$ cat src/rtl/div_unit_pkg.sv
// Shared definitions for the multi-cycle DIV/DIVU unit: state codes,
// handshake levels and a two's-complement negate helper.
package div_unit_pkg;

  // Divider control states (2-bit encoding)
  typedef enum logic [1:0] {
    DIV_FREE    = 2'b00,
    DIV_BY_ZERO = 2'b01,
    DIV_ON      = 2'b10,
    DIV_END     = 2'b11
  } div_state_e;

  localparam logic DIV_RESULT_READY     = 1'b1;
  localparam logic DIV_RESULT_NOT_READY = 1'b0;
  localparam logic DIV_START            = 1'b1;
  localparam logic DIV_STOP             = 1'b0;

  // One quotient bit per step, 32 steps; counter is 6 bits wide
  localparam int unsigned CNT_W     = 6;
  localparam logic [CNT_W-1:0] DIV_STEPS = 6'd32;

  // Two's-complement negate of a 32-bit word
  function automatic logic [31:0] neg32(input logic [31:0] v);
    return (~v) + 32'd1;
  endfunction

endpackage

$ cat src/rtl/div_unit.sv
// Radix-2 restoring divider for DIV/DIVU. Operands are latched on start,
// magnitudes are divided one quotient bit per cycle, and signs are fixed
// up on the final cycle. result_o = {remainder, quotient}.
module div_unit
  import div_unit_pkg::*;
#(
  parameter int DATA_W = 32
) (
  input  logic                  clk,
  input  logic                  rst,
  input  logic                  signed_div_i,
  input  logic [DATA_W-1:0]     opdata1_i,
  input  logic [DATA_W-1:0]     opdata2_i,
  input  logic                  start_i,
  input  logic                  annul_i,
  output logic [2*DATA_W-1:0]   result_o,
  output logic                  ready_o
);

  div_state_e              state_r, state_nxt_s;
  logic [CNT_W-1:0]        cnt_r, cnt_nxt_s;
  logic [2*DATA_W:0]       work_r, work_nxt_s;
  logic [DATA_W-1:0]       divisor_r, divisor_nxt_s;
  logic                    signed_r, signed_nxt_s;
  logic                    sign1_r, sign1_nxt_s;
  logic                    sign2_r, sign2_nxt_s;
  logic [2*DATA_W-1:0]     result_nxt_s;
  logic                    ready_nxt_s;

  logic                    go_s;
  logic [DATA_W-1:0]       abs1_s, abs2_s;
  logic [DATA_W:0]         trial_s;
  logic [DATA_W-1:0]       quot_s, rem_s, quot_fix_s, rem_fix_s;

  // A request is taken only when not being flushed in the same cycle
  assign go_s = (start_i == DIV_START) && !annul_i;

  // Operand magnitudes: negate only for signed divides with the MSB set
  assign abs1_s = (signed_div_i && opdata1_i[DATA_W-1]) ? neg32(opdata1_i) : opdata1_i;
  assign abs2_s = (signed_div_i && opdata2_i[DATA_W-1]) ? neg32(opdata2_i) : opdata2_i;

  // Trial subtraction of the divisor from the current partial remainder
  assign trial_s = {1'b0, work_r[2*DATA_W-1:DATA_W]} - {1'b0, divisor_r};

  // Unsigned result fields and their signed fix-up
  assign quot_s     = work_r[DATA_W-1:0];
  assign rem_s      = work_r[2*DATA_W:DATA_W+1];
  assign quot_fix_s = (signed_r && (sign1_r ^ sign2_r)) ? neg32(quot_s) : quot_s;
  assign rem_fix_s  = (signed_r && sign1_r) ? neg32(rem_s) : rem_s;

  // State register
  always_ff @(posedge clk or posedge rst) begin
    if (rst) begin
      state_r <= DIV_FREE;
    end else begin
      state_r <= state_nxt_s;
    end
  end

  // Next-state selection
  always_comb begin
    state_nxt_s = state_r;
    case (state_r)
      DIV_FREE: begin
        if (go_s) begin
          if (opdata2_i == 32'd0) begin
            state_nxt_s = DIV_BY_ZERO;
          end else begin
            state_nxt_s = DIV_ON;
          end
        end else begin
          state_nxt_s = DIV_FREE;
        end
      end
      DIV_BY_ZERO: begin
        if (annul_i) begin
          state_nxt_s = DIV_FREE;
        end else begin
          state_nxt_s = DIV_END;
        end
      end
      DIV_ON: begin
        if (annul_i) begin
          state_nxt_s = DIV_FREE;
        end else if (cnt_r == DIV_STEPS) begin
          state_nxt_s = DIV_END;
        end else begin
          state_nxt_s = DIV_ON;
        end
      end
      DIV_END: begin
        if (start_i == DIV_STOP) begin
          state_nxt_s = DIV_FREE;
        end else begin
          state_nxt_s = DIV_END;
        end
      end
      default: state_nxt_s = DIV_FREE;
    endcase
  end

  // Datapath and output next values for each state
  always_comb begin
    cnt_nxt_s     = cnt_r;
    work_nxt_s    = work_r;
    divisor_nxt_s = divisor_r;
    signed_nxt_s  = signed_r;
    sign1_nxt_s   = sign1_r;
    sign2_nxt_s   = sign2_r;
    result_nxt_s  = result_o;
    ready_nxt_s   = ready_o;
    case (state_r)
      DIV_FREE: begin
        result_nxt_s = 64'd0;
        ready_nxt_s  = DIV_RESULT_NOT_READY;
        if (go_s && (opdata2_i != 32'd0)) begin
          signed_nxt_s  = signed_div_i;
          sign1_nxt_s   = opdata1_i[DATA_W-1];
          sign2_nxt_s   = opdata2_i[DATA_W-1];
          divisor_nxt_s = abs2_s;
          work_nxt_s    = {32'd0, abs1_s, 1'b0};
          cnt_nxt_s     = 6'd0;
        end else begin
          cnt_nxt_s     = cnt_r;
        end
      end
      DIV_BY_ZERO: begin
        if (annul_i) begin
          ready_nxt_s  = DIV_RESULT_NOT_READY;
        end else begin
          result_nxt_s = 64'd0;
          ready_nxt_s  = DIV_RESULT_READY;
        end
      end
      DIV_ON: begin
        if (annul_i) begin
          ready_nxt_s = DIV_RESULT_NOT_READY;
        end else if (cnt_r != DIV_STEPS) begin
          if (trial_s[DATA_W]) begin
            work_nxt_s = {work_r[2*DATA_W-1:0], 1'b0};
          end else begin
            work_nxt_s = {trial_s[DATA_W-1:0], work_r[DATA_W-1:0], 1'b1};
          end
          cnt_nxt_s = cnt_r + 6'd1;
        end else begin
          result_nxt_s = {rem_fix_s, quot_fix_s};
          ready_nxt_s  = DIV_RESULT_READY;
        end
      end
      DIV_END: begin
        if (start_i == DIV_STOP) begin
          result_nxt_s = 64'd0;
          ready_nxt_s  = DIV_RESULT_NOT_READY;
        end else begin
          ready_nxt_s  = ready_o;
        end
      end
      default: begin
        result_nxt_s = 64'd0;
        ready_nxt_s  = DIV_RESULT_NOT_READY;
      end
    endcase
  end

  // Datapath and registered outputs; reset drops any partial result at once
  always_ff @(posedge clk or posedge rst) begin
    if (rst) begin
      cnt_r     <= 6'd0;
      work_r    <= 65'd0;
      divisor_r <= 32'd0;
      signed_r  <= 1'b0;
      sign1_r   <= 1'b0;
      sign2_r   <= 1'b0;
      result_o  <= 64'd0;
      ready_o   <= DIV_RESULT_NOT_READY;
    end else begin
      cnt_r     <= cnt_nxt_s;
      work_r    <= work_nxt_s;
      divisor_r <= divisor_nxt_s;
      signed_r  <= signed_nxt_s;
      sign1_r   <= sign1_nxt_s;
      sign2_r   <= sign2_nxt_s;
      result_o  <= result_nxt_s;
      ready_o   <= ready_nxt_s;
    end
  end

endmodule

$ cat config.mk
export PLATFORM = sky130hd
export DESIGN_NAME = div_unit
export DESIGN_NICKNAME = d
export VERILOG_FILES = /design/src/rtl/div_unit_pkg.sv /design/src/rtl/div_unit.sv
export SDC_FILE = /design/constraint.sdc
export NUM_CORES = 1
export LEC_CHECK = 0
export CAP_MARGIN = 20
export CORE_MARGIN = 1
export CORE_UTILIZATION = 55
export DETAILED_ROUTE_END_ITERATION = 10
export PLACE_DENSITY = 0.88
export SLEW_MARGIN = 20
export SYNTH_ARGS = -nofsm -noshare
export SYNTH_HDL_FRONTEND = slang
export SYNTH_SLANG_ARGS = --single-unit
$ cat constraint.sdc
create_clock -name clk -period 8.2 [get_ports clk]
set_clock_uncertainty 0.15 [all_clocks]
set_input_delay 1.64 -clock clk [delete_from_list [all_inputs] [get_ports clk]]
set_output_delay 1.64 -clock clk [all_outputs]
set_load 0.005 [all_outputs]
======== Word level (Yosys, flattened, before mapping) ========
Index checks and enable logic that the tools add are counted.
operators by class
  equal/unequal tests ..................... 12
  reductions and logical operators ........ 15
  multiplexer cells ....................... 30
  add/subtract/negate cells ............... 6
  bitwise gates (word level) .............. 5
operators with widths
  kind                                                             number
  65-bit 2-to-1 mux                                                4
  64-bit 2-to-1 mux                                                4
  64-bit case mux with 4 select lines                              1
  65-bit case mux with 2 select lines                              1
  32-bit by 1-bit adder with 32-bit output, second input constant  4
  32-bit 2-to-1 mux                                                4
  32-bit inverter                                                  4
  32-bit by 32-bit subtractor with 33-bit output                   1
  32-bit logical NOT                                               1
  32-bit nonzero test                                              1
  6-bit 2-to-1 mux                                                 3
  2-bit != test, second input constant                             6
  6-bit case mux with 2 select lines                               1
  2-bit 2-to-1 mux                                                 5
  2-bit case mux with 4 select lines                               1
  4-bit AND reduction                                              2
  6-bit by 1-bit adder with 6-bit output, second input constant    1
  6-bit == test, second input constant                             1
  1-bit logical AND                                                6
  6-bit != test, second input constant                             1
  1-bit 2-to-1 mux                                                 5
  2-bit == test, second input constant                             2
  1-bit case mux with 4 select lines                               1
  2-bit AND reduction                                              2
  6 further kinds                                                  6
storage, ports and cells
  logic and storage cells ................. 77
  flip-flop bits (word level) ............. 173

======== Depth between registers and ports, before layout ========
  word-level depth ........................ 6
  mapped depth ............................ 12
  mapped depth without buffers ............ 11

======== Worst setup path after synthesis ========
Ideal clock, no wire load.
  kind .................................... input-to-reg
  start ................................... in opdata2_i[7]
  end ..................................... reg work_r[27]
  data required time ...................... 7.925 ns
  slack ................................... 3.937 ns
  library setup time ...................... 0.125 ns
  stages .................................. 8
  arrival time ............................ 3.988 ns
  path through ............................ nor4_2 > or3b_1 > or4_1 > buf_2 > o311a_4 > o21ai_4 > buf_6 > mux2_2
on the way
  word-level cells in the longest chain between the ends .. 4
ends and longest elaborated chain
  item                                  RTL line         source
  from (decl)                           div_unit.sv:13   input logic [DATA_W-1:0] opdata2_i,
  32-bit nonzero test                   div_unit.sv:116  if (go_s && (opdata2_i != 32'd0)) begin
  1-bit logical AND                     div_unit.sv:116
  2-bit != test (no source line)        --
  4-bit AND reduction (no source line)  --
  to (signal assigned)                  div_unit.sv:178  work_r <= work_nxt_s;
  to (decl)                             div_unit.sv:22   logic [2*DATA_W:0] work_r, work_nxt_s;
Every way passes these cells.
A chain may end at the register's enable or synchronous reset.

======== Final worst setup path ========
  start ................................... in opdata2_i[6]
  end ..................................... reg cnt_r[3]
on the way
  word-level cells in the longest chain between the ends .. 4
ends and longest elaborated chain
  item                                  RTL line         source
  32-bit nonzero test                   div_unit.sv:116
  1-bit logical AND                     div_unit.sv:116
  2-bit != test (no source line)        --
  4-bit AND reduction (no source line)  --
  to (signal assigned)                  div_unit.sv:177  cnt_r <= cnt_nxt_s;
  to (decl)                             div_unit.sv:21   logic [CNT_W-1:0] cnt_r, cnt_nxt_s;
Every way passes these cells.

==> flow_summary.ini <==
[status]
outcome = complete, no violations

[clocking]
cts_max_level = 4
numCtsBuffers = 17
cts_resized = 0
clockBufferDepth = 2
clock-sinks = 173
post_cts_buffers = 0
cts_tree = done
clock-root-buffer = clkbuf_16
path_clk_slew_ns = 0.07
clock_latency_ns = 0.44
hold_buffers = 0

[finish]
area_delta_synth_final_pct = 18.0
num-nets-final = 1558
stdcell_area_um2 = 13400
diodes = 0
drive_above_1_share_pct = 3.84
fillers = 1592
final_common_cell = nand2_1
final_cell_mix = nand2_1 (211), o21ai_0 (180), dfrtp_1 (173)

[sta]
period_share_pct = 66.7
worst_pin_slew_ns = 1.06
maxSlewViolCount = 0
finalHoldViolCount = 0
setup_slack_ns = 2.73
tns_ns = 0
rsz0062_at_grt = false
period_needed_ns = 5.47
finalSetupViolCount = 0
fmaxAchievable_mhz = 183
slew_headroom_pct = 29.1

[logic_synthesis]
synth-seq-cells = 173
yosys_warnings = 0
synth-edff-count = 0
synth_area_per_cell_um2 = 8.34
syn_inst = 1359
synth_async_sr_flop_share_pct = 100
syn-num-nets = 1472
synthFlopType = dfrtp_1
yosysSeqAreaShare_pct = 38.2
yosysUniqueCellTypes = 65
synth_area_um2 = 11300

[place]
place_congestion = 0.928
dpl.hpwl_um = 20000
placedInstanceArea_um2 = 12800
dp_slack_ns = 2.34
port_buffers = 133

[die]
num_rows = 52
pin_count = 134
die_w_um = 146
initial_core_util_pct = 56.0
die_area_um2 = 21200
die_y_um = 146
core_um2 = 20200

[route]
drtIter0Drc = 732
vias = 10200
routed_wl_um = 27900
antenna_left = 0
wl_per_cell_um = 16.2
drcViolationCount = 0
drt_first_pass_iters = 7
viasPerCell = 5.93

[critical_path]
endpoint_kind = register
worstSetupPathType = primary input to register
crit_fanout = 82
crit_path_start_kind = primary input
required_ns = 8.33
critical_path_arrival_ns = 5.60

[power]
ir_drop_uv = 150
power_density_nw_per_um2 = 277
p_leak_nw = 5.58
power.total_mw = 3.70

[grt]
grt_max_degree = 102
grt_first_pass_wirelength_um = 46300
first_global_vias = 9482
antenna_found_initial = 0
gr-total-overflow = 0
global_route.usage.total_pct = 26.8

[hold_path]
hp-class = register to register

[job]
cap_violations = 0
cells in the mapped netlist, types with 6 or more instances:
cell type	n	area share (%)
nor3_1	27	1.2
a31oi_1	17	0.94
o41ai_1	9	0.70
nor2b_1	11	0.61
nor4_1	13	0.72
nand4_1	9	0.50
nand2_1	211	7.0
or4_1	10	0.66
nor2_1	74	2.5
xor2_1	76	5.9
o31ai_1	30	2.0
dfrtp_1	173	38
nand3_1	38	1.7
and3_1	6	0.33
or3_1	8	0.44
inv_1	57	1.9
mux2i_1	10	0.88
and2_1	7	0.39
o21ai_1	7	0.31
a32oi_1	8	0.62
nand2b_1	14	0.77
a21oi_1	91	4.0
xnor2_1	68	5.3
buf_2	7	0.31
o211ai_1	7	0.46
o311ai_0	21	1.6
ha_1	43	4.7
clkbuf_1	60	2.0
o21ai_0	181	8.0
buf_6	7	0.70
where the power goes:
part | switching [mW] | internal (mW) | leakage, nW
combinational | 0.964 | 0.658 | 2.99
sequential | 0.217 | 1.01 | 2.29
clock | 0.351 | 0.499 | 0.298
final timing paths:
path	startpoint	to	slack [ns]	depth (start not counted)
setup reg to reg	divisor_r[0]	work_r[60]	4.57	11
hold reg to reg	result_o[61]	result_o[61]	0.33	2
max in group asynchronous	rst	work_r[30]	4.82	3
hold / removal	result_o[61]	result_o[61]	0.33	2
setup / recovery	opdata2_i[6]	cnt_r[3]	2.73	11
min in group asynchronous	rst	result_o[37]	1.58	2
layer usage:
| layer | up-vias | share of wire, % | GRT usage (%) |
|---|---|---|---|
| li1 | 4966 | - | - |
| met3 | 45 | 5.7 | 3.51 |
| met1 | 4894 | 44 | 36.4 |
| met5 | - | 0 | 0 |
| met2 | 341 | 48 | 44.0 |
| met4 | 0 | 2.2 | 10.2 |
cells by family after synthesis:
group           count (synthesis)  share of synthesized area, %
buf+inv                       131                          4.88
mux                            15                          1.38
flops                         173                          38.2
xor+xnor                      144                          11.1
compound gates                408                          21.5
fa+ha+maj                      44                          4.92
simple gates                  444                          18.0
sequential cells by signal, summed over array words and instances (netlist names):
register and flops:
result_o 64, signed_r 1, cnt_r 6, state_r 2, work_r 65, divisor_r 32, ready_o 1, sign2_r 1
sign1_r 1
critical path: stages:
cell             delay (ns)
clkdlybuf4s50_1        0.50
nor4_2                 0.39
or3b_1                 0.45
or4_1                  0.42
buf_4                  0.20
o311a_4                0.39
o21ai_4                0.56
buf_4                  0.69
nor3_1                 0.11
a21oi_1                0.14
o21ai_0                0.09
stage by stage:
stage	utilization, %	hold WS, ns	instances
floorplan	-	0.316	1359
CTS	66.1	0.334	1728
global route	66.1	0.344	1728
detailed placement	63.1	0.319	1696
finish	66.1	0.328	1728
global placement	63.1	0.310	1696
cell type report:
class                      instances  area [µm²]  area share [%]
multi-input combinational       1055        6490            48.5
sequential                       173        4330            32.4
timing repair buffer             141        1390            10.4
clock buffer                      20         457            3.41
tap                              270         338            2.52
inverter                          57         219            1.64
clock inverter                    12         159            1.19
No activity file was read; power rests on OpenSTA's default activity.
